[src/rtl/microwave_pkg.sv]
// Shared types and defaults for the microwave cook-timer sequencer.
package microwave_pkg;

  typedef enum logic [2:0] {
    IDLE  = 3'd0,
    ENTRY = 3'd1,
    COOK  = 3'd2,
    PAUSE = 3'd3,
    DONE  = 3'd4
  } state_t;

  localparam logic [3:0] KEY_MAX_DIGIT      = 4'd9;
  localparam int         DEFAULT_MAX_DIGITS = 3;
  localparam int         DEFAULT_BEEP_TICKS = 3;

endpackage

[src/rtl/microwave_ctrl_digit_entry.sv]
// Keypad digit filter and counter; emits one-cycle timer load pulses.
module digit_entry
  import microwave_pkg::*;
#(
  parameter int MAX_DIGITS = DEFAULT_MAX_DIGITS
) (
  input  logic       clock,
  input  logic       clr,
  input  logic       clear,
  input  logic       enable,
  input  logic       key_valid,
  input  logic [3:0] key,
  output logic       key_accept,
  output logic [3:0] timer_data,
  output logic       timer_loadn
);

  localparam int CW = $clog2(MAX_DIGITS + 1);
  localparam logic [CW-1:0] MAX_CNT = CW'(MAX_DIGITS);

  logic [CW-1:0] digit_cnt;

  assign key_accept = enable && key_valid && (key <= KEY_MAX_DIGIT) && (digit_cnt < MAX_CNT);

  always_ff @(posedge clock) begin
    if (clr) begin
      digit_cnt   <= '0;
      timer_data  <= 4'd0;
      timer_loadn <= 1'b1;
    end else begin
      timer_loadn <= !key_accept;
      if (clear) begin
        digit_cnt <= '0;
      end else if (key_accept) begin
        digit_cnt  <= digit_cnt + CW'(1);
        timer_data <= key;
      end
    end
  end

endmodule

[src/rtl/microwave_ctrl.sv]
// Cook sequencer: keypad entry, start/pause/clear, magnetron gating and done beeper.
//
//   state | meaning
//   IDLE  | timer cleared, no digits entered
//   ENTRY | 1..MAX_DIGITS digits loaded into the timer
//   COOK  | magnetron on, ticks forwarded to timer
//   PAUSE | cooking suspended, timer digits held
//   DONE  | timer reached zero, beeping for BEEP_TICKS ticks
module microwave_ctrl
  import microwave_pkg::*;
#(
  parameter int MAX_DIGITS = DEFAULT_MAX_DIGITS,
  parameter int BEEP_TICKS = DEFAULT_BEEP_TICKS
) (
  input  logic       clock,
  input  logic       clr,
  input  logic       tick,
  input  logic       key_valid,
  input  logic [3:0] key,
  input  logic       start,
  input  logic       stop_clear,
  input  logic       door_closed,
  input  logic       timer_zero,
  output logic [3:0] timer_data,
  output logic       timer_loadn,
  output logic       timer_clrn,
  output logic       timer_en,
  output logic       mag_on,
  output logic       beep
);

  localparam int BW = $clog2(BEEP_TICKS + 1);
  localparam logic [BW-1:0] BEEP_LOAD = BW'(BEEP_TICKS);

  state_t        state, next_state;
  logic [BW-1:0] beep_cnt, beep_cnt_n;
  logic          clear_seq, en_n, entry_en, key_accept;

  // Keys only act when no higher-priority button shares the cycle.
  assign entry_en = ((state == IDLE) || (state == ENTRY)) && !stop_clear && !start;

  digit_entry #(.MAX_DIGITS(MAX_DIGITS)) u_digit_entry (
    .clock       (clock),
    .clr         (clr),
    .clear       (clear_seq),
    .enable      (entry_en),
    .key_valid   (key_valid),
    .key         (key),
    .key_accept  (key_accept),
    .timer_data  (timer_data),
    .timer_loadn (timer_loadn)
  );

  always_comb begin
    next_state = state;
    clear_seq  = 1'b0;
    en_n       = 1'b0;
    beep_cnt_n = beep_cnt;
    case (state)
      IDLE: begin
        if (key_accept) next_state = ENTRY;
      end
      ENTRY: begin
        if (stop_clear) begin
          clear_seq  = 1'b1;
          next_state = IDLE;
        end else if (start && door_closed && !timer_zero) begin
          next_state = COOK;
        end
      end
      COOK: begin
        if (!door_closed || stop_clear) begin
          next_state = PAUSE;
        end else if (timer_zero) begin
          next_state = DONE;
          beep_cnt_n = BEEP_LOAD;
        end else if (tick) begin
          en_n = 1'b1;
        end
      end
      PAUSE: begin
        if (stop_clear) begin
          clear_seq  = 1'b1;
          next_state = IDLE;
        end else if (start && door_closed && !timer_zero) begin
          next_state = COOK;
        end
      end
      DONE: begin
        if (!door_closed || stop_clear) begin
          clear_seq  = 1'b1;
          next_state = IDLE;
        end else if (tick) begin
          // Down-counter terminal count: the last beep tick ends DONE.
          if (beep_cnt <= BW'(1)) begin
            clear_seq  = 1'b1;
            next_state = IDLE;
          end else begin
            beep_cnt_n = beep_cnt - BW'(1);
          end
        end
      end
      default: next_state = IDLE;
    endcase
  end

  always_ff @(posedge clock) begin
    if (clr) begin
      state      <= IDLE;
      beep_cnt   <= '0;
      timer_clrn <= 1'b0;
      timer_en   <= 1'b0;
      mag_on     <= 1'b0;
      beep       <= 1'b0;
    end else begin
      state      <= next_state;
      beep_cnt   <= beep_cnt_n;
      timer_clrn <= !clear_seq;
      timer_en   <= en_n;
      mag_on     <= (next_state == COOK);
      beep       <= (next_state == DONE);
    end
  end

endmodule

[config.mk]
export PLATFORM = sky130hd
export DESIGN_NAME = microwave_ctrl
export DESIGN_NICKNAME = d
export VERILOG_FILES = /design/src/rtl/microwave_pkg.sv /design/src/rtl/microwave_ctrl_digit_entry.sv /design/src/rtl/microwave_ctrl.sv
export SDC_FILE = /design/constraint.sdc
export NUM_CORES = 1
export LEC_CHECK = 0
export CORE_UTILIZATION = 44
export CTS_CLUSTER_SIZE = 28
export DETAILED_ROUTE_END_ITERATION = 10
export PLACE_DENSITY_LB_ADDON = 0.08
export SYNTH_ARGS = -nofsm -noshare
export SYNTH_HDL_FRONTEND = slang
export SYNTH_SLANG_ARGS = --single-unit
export TNS_END_PERCENT = 100
[constraint.sdc]
create_clock -name clock -period 1.9 [get_ports clock]
set_clock_uncertainty 0.2 [all_clocks]
set_input_delay 0.285 -clock clock [delete_from_list [all_inputs] [get_ports clock]]
set_output_delay 0.285 -clock clock [all_outputs]
set_load 0.05 [all_outputs]
Word level (Yosys, flattened, before mapping):

Cells that the tools add are included.

* $lt $le $gt $ge: 3
* bitwise logic cells: 2
* shifts and indexed selects: 0
* reductions and logical operators: 22
* muxes and demuxes: 21
* div/mod/pow operators: 0
* $add $sub $neg: 2
* multipliers: 0
* equal/unequal tests: 11

Operators with widths (count)
* two-way mux 3 bit: 8
* one-hot mux 3 bit (4 select lines): 1
* two-way mux 2 bit: 5
* inequality test 2 bit (second input constant): 5
* == test 3 x 2 -> 1 bit (second input constant): 3
* logical AND 1 bit: 7
* == test 3 bit (second input constant): 2
* logical NOT 1 bit: 6
* AND reduction 6 bit: 1
* two-way mux 1 bit: 5
* less-or-equal comparator 4 bit (second input constant): 1
* one-hot mux 2 bit (2 select lines): 1
* OR reduction 2 bit: 2
* OR reduction 4 bit: 1
* == test 3 x 1 -> 1 bit (second input constant): 1
* logical NOT 3 bit: 1
* adder 2 x 1 -> 2 bit (second input constant): 1
* less-or-equal comparator 2 x 1 -> 1 bit (second input constant): 1
* logical OR 1 bit: 2
* < comparator 2 bit (second input constant): 1
* NOT 1 bit: 2
* one-hot mux 1 bit (2 select lines): 1
* AND reduction 2 bit: 1
* nonzero test 2 bit: 1
* subtractor 2 x 1 -> 2 bit (second input constant): 1

* bits of input ports: 12
* ROM bits: 0
* memories: 0
* register bits: 16
* output and inout port bits: 9
* latch bits: 0
* logic and storage cells: 70
* bits in writable memories: 0

Logic depth before layout (Yosys ltp):

Gate-level depths: netlist of run 1.

* depth after elaboration: 10
* depth in mapped cells: 6

Modules after synthesis:

A second synthesis of run 1 with hierarchy kept.

* cells, all modules: 82
* area, all modules: 794.5 um2

By module, submodules not included
* microwave_ctrl: cells an instance 50, area each 461.7 um2, seq. area each 180.2 um2, times used 1
* digit_entry: cells an instance 32, area each 332.8 um2, seq. area each 140.1 um2, times used 1

Worst setup path after synthesis of run 1:

OpenSTA, ideal clock, no wires.

* path type: reg2reg
* start point: register u_digit_entry.digit_cnt[0]
* end point: register u_digit_entry.timer_loadn
* path slack: 240 ps
* library setup time: 123 ps
* cell stages (with the launch flop): 5
* required time: 1577 ps
* data arrival time: 1337 ps
* path through: dfxtp_1 ha_1 nor4b_2 nand3_2 or2_2

* longest elaborated chain between the ends: 3

Ends and longest elaborated chain
* start, declared: line microwave_ctrl_digit_entry.sv:21 `logic [CW-1:0] digit_cnt;`
* start signal, assigned: line microwave_ctrl_digit_entry.sv:35 `digit_cnt <= digit_cnt + CW'(1);`
* < comparator 2 bit: line microwave_ctrl_digit_entry.sv:23 `assign key_accept = enable && key_valid && (key <= KEY_MAX_DIGIT) && (digit_cnt < MAX_CNT);`
* logical AND 1 bit: line microwave_ctrl_digit_entry.sv:23
* logical NOT 1 bit: line microwave_ctrl_digit_entry.sv:31 `timer_loadn <= !key_accept;`
* end signal, assigned: line microwave_ctrl_digit_entry.sv:31
* end, declared: line microwave_ctrl_digit_entry.sv:15 `output logic timer_loadn`

No other way between the ends.
A chain may end at the register's enable or synchronous reset.

Final worst setup path of run 1:

* start point: register u_digit_entry.digit_cnt[0]
* end point: register u_digit_entry.timer_data[3]

* longest elaborated chain between the ends: 3

Ends and longest elaborated chain
* < comparator 2 bit: line microwave_ctrl_digit_entry.sv:23
* logical AND 1 bit: line microwave_ctrl_digit_entry.sv:23
* AND reduction 2 bit (no source line)
* end signal, assigned: line microwave_ctrl_digit_entry.sv:36 `timer_data <= key;`
* end, declared: line microwave_ctrl_digit_entry.sv:14 `output logic [3:0] timer_data,`

No other way between the ends.

==> results of run 1 <==
critical path, cell delays in order, from the launching register on:
cell and delay [ns]:
dfxtp_1 0.33, ha_1 0.21, nor4b_2 0.33, nand3_2 0.13, buf_4 0.18, mux2i_1 0.16, nor2_1 0.06
stage by stage:
stage	hold slack (ns)	setup TNS, ns
after detailed placement	0.284	-0.0490
after global routing	0.331	0
after floorplan	0.157	0
after global placement	0.272	-0.0120
after CTS	0.297	0
final	0.296	0
routing by layer:
metal | vias to the layer above | wire [um]
met5 | - | 0
met4 | 0 | 18
met3 | 2 | 76
met2 | 17 | 591
met1 | 274 | 652
li1 | 309 | -
how the worst min path moves through the flow:
stage,from,end,slack (ns),cells after the start
after floorplan,clr,state[0],0.16,1
after global placement,beep_cnt[0],beep_cnt[0],0.27,1
after detailed placement,beep_cnt[0],beep_cnt[0],0.28,1
after CTS,beep_cnt[0],beep_cnt[0],0.30,1
after global routing,beep_cnt[0],beep_cnt[0],0.33,1
final,beep_cnt[0],beep_cnt[0],0.30,1
state kept, by name (all words and copies together) (netlist names):
name	cells
u_digit_entry.timer_data	4
state	3
beep_cnt	2
u_digit_entry.digit_cnt	2
beep	1
mag_on	1
timer_clrn	1
timer_en	1
u_digit_entry.timer_loadn	1
cell type report:
cell class	count	area share [%]
multi-input combinational	50	37.2
sequential	16	33.4
tap	16	2.09
inverter	5	1.96
timing repair buffer	24	21.6
clock buffer	4	3.78
cells in the mapped netlist:
library cell	n
clkbuf_1	1
nor2_1	10
nor2b_1	2
a21oi_1	2
o21ai_0	2
or3b_4	1
nor3_4	1
or3b_1	1
o31ai_1	1
nand2b_1	2
o22ai_1	1
xor2_1	1
nor3_1	5
mux2i_1	5
nand2_1	1
ha_1	2
a21boi_0	1
a31oi_1	2
nor4b_2	1
nand3b_1	2
nand3_2	1
inv_1	5
a211oi_2	2
dfxtp_1	16
o211ai_1	1
nor4_1	2
or2_2	1
power groups by stage:
| stage | logic, mW | clock network (mW) | registers, mW |
|---|---|---|---|
| after global placement | 0.0837 | 0 | 0.353 |
| after detailed placement | 0.0843 | 0 | 0.353 |
| after global routing | 0.0910 | 0.252 | 0.346 |
| after CTS | 0.0846 | 0.232 | 0.345 |
| after floorplan | 0.0262 | 0 | 0.367 |
| final | 0.0844 | 0.221 | 0.345 |
kinds of logic after synthesis:
family	share of synthesized area, %
adders and majority gates	3.58
DFF	45.8
buffers and inverters	3.22
and+or+nand+nor	26.7
muxes	7.16
xor gates and xnor gates	1.25
AOI/OAI and AO/OA	12.3
==> impl_metrics.json, run 1 <==
{
  "final_cell_mix": "16 x dfxtp_1, 13 x buf_4, 11 x clkdlybuf4s50_1, 10 x nor2_1",
  "core_um2": 1490,
  "gp_congestion": 0.748,
  "r2r-start": "u_digit_entry.digit_cnt[0]",
  "relSlewSlack_pct": 73.5,
  "post-route-min-period_ns": 1.70,
  "start_util_pct": 47.0,
  "cts_tree": "built",
  "nNetsFinal": 114,
  "die_area_um2": 1750,
  "worstSetupStartpointType": "flop",
  "num_rows": 14,
  "placed_cells": 111,
  "dp_hpwl_um": 1030,
  "synth_seq_area_share_pct": 45.8,
  "grt_use_met3_pct": 6.52,
  "dpl_worst_slack_ns": -0.0245,
  "ys_ff_latch": 16,
  "multi_input_area_um2": 357,
  "vias_per_cell": 5.23,
  "clkPwrFrac_pct": 34.0,
  "netlist_area_um2": 699,
  "p_seq_share_pct": 53.0,
  "cp.arrival_ns": 1.69,
  "wl_per_cell_um": 11.6,
  "die_x_um": 41.9,
  "regToRegSetupSlack_ns": 0.20,
  "drt_iter0_drc": 10,
  "htree_levels": 1,
  "postCtsSetupRepairBufs": 0,
  "port_buffers": 20,
  "yosysUniqueCellTypes": 27,
  "numCtsBuffers": 3,
  "fillers": 141,
  "yosysWarnings": 0,
  "grt_pass1_wl_um": 2380,
  "clkTransAtPathRegs_ns": 0.09,
  "wl_um": 1340,
  "r2r-end": "u_digit_entry.timer_data[3]",
  "dr.pass1.iters": 4,
  "ir_drop_mv": 0.400,
  "combPwrFrac_pct": 13.0,
  "final-hold-violation-count": 0,
  "netSwitchingFraction_pct": 23.2,
  "drive_above_1_share_pct": 24.2,
  "grt_use_met2_pct": 26.6,
  "diodes": 0,
  "track_usage_pct": 18.0,
  "stdcell_area_um2": 960,
  "report.final.slew_viol_count": 0,
  "cts-hold-fix-buffers": 0,
  "internal-power_uw": 499,
  "synthToLayoutAreaGrowth_pct": 37.2,
  "io_pins": 21,
  "synth_area_per_cell_um2": 9.71,
  "reg2reg_depth": 6,
  "final_cells": 115,
  "crit_fanout": 4,
  "clock_sinks": 16,
  "critical_path_class": "flop to flop",
  "post-route-period-util_pct": 89.7,
  "worst_setup_path_end_kind": "flop",
  "p_leak_nw": 0.410,
  "synth_top_area_share_pct": 45.8,
  "report.power.total_uw": 651,
  "status": "complete, no violations",
  "syn_inst": 72,
  "startpoint": "u_digit_entry.digit_cnt[0]",
  "grt_max_degree": 10,
  "clkLatencyLatePin_ns": 0.29,
  "grt_pass1_vias": 572,
  "grt_util_met1_pct": 23.6,
  "ff_latch_area_um2": 320,
  "yosys-top-cells-area": "dfxtp_1 46%, mux2i_1 7.2%, nor2_1 5.4%",
  "busiest_layer": "met2",
  "drv_cap": 0,
  "tightest_slew_ns": 0.393,
  "die_h_um": 41.9,
  "synth_area_leader_cell": "dfxtp_1",
  "final_util_pct": 64.5,
  "crit_path_end": "u_digit_entry.timer_data[3]",
  "vias": 602,
  "cts_root_buf": "clkbuf_4",
  "hp-class": "flop to flop",
  "cts_resized": 0,
  "antenna_found_initial": 0,
  "layout_commonest_cell": "dfxtp_1",
  "ant_nets": 0,
  "placed_area_um2": 923,
  "drcViolationCount": 0,
  "powerDensity_nw_per_um2": 678,
  "setup_violations": 0,
  "synthesis.nets": 86,
  "layout_setup_ws_ns": 0.197,
  "fmax_mhz": 587,
  "required_ns": 1.89,
  "clockBufferDepth": 2,
  "grt-ovfl-total": 0,
  "rsz0062_at_grt": "false",
  "power_switching_uw": 151
}
Note: power is estimated with default switching activity, not from simulation.
==> run 2: changes to the inputs <==
--- a/config.mk
+++ b/config.mk
@@ -6,6 +6,7 @@
 export NUM_CORES = 1
 export LEC_CHECK = 0
 export CORE_UTILIZATION = 44
+export CTS_CLUSTER_DIAMETER = 80
 export CTS_CLUSTER_SIZE = 28
 export DETAILED_ROUTE_END_ITERATION = 10
 export PLACE_DENSITY_LB_ADDON = 0.08
==> constraint.sdc (replaced) <==
create_clock -name clock -period 1.9 [get_ports clock]
set_clock_uncertainty 0.2 [all_clocks]
set_input_delay 0.19 -clock clock [delete_from_list [all_inputs] [get_ports clock]]
set_output_delay 0.19 -clock clock [all_outputs]
set_load 0.05 [all_outputs]
==> run 2 against run 1 <==
Effect of this change: die area unchanged; non-clock buffer count shrank 1; first-iteration DRC count shrank 60%; global-route usage about the same; utilization increased by 0.084 points; largest power group unchanged; critical path type is now flop to output pin; flip-flop and latch count is the same; register-to-register slack better by 0.03 ns; sequential power hardly changed; clock-buffer cell count is 1 lower.
==> impl_metrics.json, run 2 (synthesis gave the netlist of run 1 again) <==
{
  "status": "complete, no violations",
  "ff_latch_area_um2": 320,
  "grt_pass1_vias": 583,
  "grt_max_degree": 11,
  "tightest_slew_ns": 0.491,
  "internal-power_uw": 456,
  "reg2reg_depth": 6,
  "vias": 592,
  "post-route-period-util_pct": 95.9,
  "fmax_mhz": 549,
  "clkLatencyLatePin_ns": 0.28,
  "required_ns": 1.51,
  "core_um2": 1490,
  "numCtsBuffers": 3,
  "final-hold-violation-count": 0,
  "worstSetupStartpointType": "flop",
  "powerDensity_nw_per_um2": 624,
  "ant_nets": 0,
  "p_seq_share_pct": 57.5,
  "multi_input_area_um2": 357,
  "largest_reg_flops": 4,
  "wl_um": 1350,
  "drt_iter0_drc": 4,
  "gp_congestion": 0.738,
  "ir_drop_mv": 0.422,
  "p_leak_nw": 0.383,
  "path_delay_family": "buffers and inverters",
  "placed_area_um2": 938,
  "postCtsSetupRepairBufs": 0,
  "antenna_found_initial": 0,
  "power_switching_uw": 144,
  "wl_per_cell_um": 11.9,
  "post-route-min-period_ns": 1.82,
  "cts_tree": "built",
  "fillers": 126,
  "drcViolationCount": 0,
  "top_register": "u_digit_entry.timer_data",
  "critical_path_class": "flop to output pin",
  "dr.pass1.iters": 4,
  "num_rows": 14,
  "cp.arrival_ns": 1.43,
  "grt-ovfl-total": 0,
  "dp_hpwl_um": 1040,
  "cp_slowest_stage_delay_ns": 0.80,
  "clkPwrFrac_pct": 28.5,
  "cts_root_buf": "clkbuf_4",
  "path_cells": "clkdlybuf4s50_1",
  "drive_above_1_share_pct": 13.4,
  "worstSetupPathDepth": 1,
  "critPathBufInv": 1,
  "worst_setup_path_end_kind": "output pin",
  "diodes": 0,
  "nNetsFinal": 113,
  "netSwitchingFraction_pct": 24.0,
  "layout_commonest_cell": "clkdlybuf4s50_1",
  "final_cell_mix": "20 x clkdlybuf4s50_1, 16 x dfxtp_1, 10 x nor2_1",
  "htree_levels": 1,
  "vias_per_cell": 5.24,
  "critPathSlowestCell": "clkdlybuf4s50_1",
  "port_buffers": 20,
  "report.final.slew_viol_count": 0,
  "clock_sinks": 16,
  "rsz0062_at_grt": "false",
  "drv_cap": 0,
  "start_util_pct": 47.0,
  "die_x_um": 41.9,
  "setup_violations": 0,
  "combPwrFrac_pct": 14.0,
  "relSlewSlack_pct": 67.2,
  "fin_setup_tns_ns": 0,
  "grt_pass1_wl_um": 2380,
  "die_h_um": 41.9,
  "track_usage_pct": 18.0,
  "worst_hold_slack_ns": 0.301,
  "clkTransAtPathRegs_ns": 0.08,
  "min_path_cells": 1,
  "cts_resized": 0,
  "crit_fanout": 2,
  "cts-hold-fix-buffers": 0,
  "top_regs": "u_digit_entry.timer_data (4), state (3)",
  "synthToLayoutAreaGrowth_pct": 37.4,
  "io_pins": 21,
  "hp-class": "flop to flop",
  "stdcell_area_um2": 961,
  "clockBufferDepth": 2,
  "die_area_um2": 1750
}
==> run 2: cell count changes in the layout (fill, tap and decap cells not counted), sizes merged <==
cell	before	now
clkdlybuf4s50	11	20
clkbuf	4	3
buf	13	3
==> run 2: metrics by stage <==
stage               setup WS (ns)  instances  utilization, %  total power, mW
finish                     0.0778        113            64.5            0.600
global route               0.0403        113            64.5            0.629
CTS                        0.0723        113            64.5            0.605
detailed placement         0.0961        110            63.0            0.437
global placement           0.0900        110            63.0            0.436
floorplan                   0.240         72               -            0.393
==> run 2: power by group through the flow <==
stage | Combinational (mW) | Clock, mW | Sequential (mW)
finish | 0.0840 | 0.171 | 0.345
global route | 0.0911 | 0.193 | 0.346
CTS | 0.0843 | 0.176 | 0.345
detailed placement | 0.0838 | 0 | 0.353
global placement | 0.0834 | 0 | 0.353
floorplan | 0.0262 | 0 | 0.367
==> run 2: area by class of cell <==
type / count / share of cell area [%]
multi-input cells: 50 / 37.1
clock buffers: 3 / 2.34
well taps: 16 / 2.08
repair buffers: 23 / 23.2
flip-flops and latches: 16 / 33.3
inverters: 5 / 1.95
==> run 2: final timing paths <==
| kind | startpoint | endpoint | slack, ns |
|---|---|---|---|
| max | u_digit_entry.timer_data[3] | timer_data[3] | 0.08 |
| max reg2reg | u_digit_entry.digit_cnt[0] | u_digit_entry.timer_data[3] | 0.23 |
| min reg2reg | beep_cnt[0] | beep_cnt[0] | 0.30 |
| min | beep_cnt[0] | beep_cnt[0] | 0.30 |
==> run 2: routing by layer <==
metal / share of wire (%) / GRT usage (%) / wire (um) / vias to the layer above
li1: - / - / - / 309
met1: 49 / 22.5 / 656 / 260
met2: 43 / 27.2 / 576 / 19
met3: 6.8 / 6.96 / 92 / 4
met4: 1.5 / 8.39 / 20 / 0
met5: 0 / 0 / 0 / -
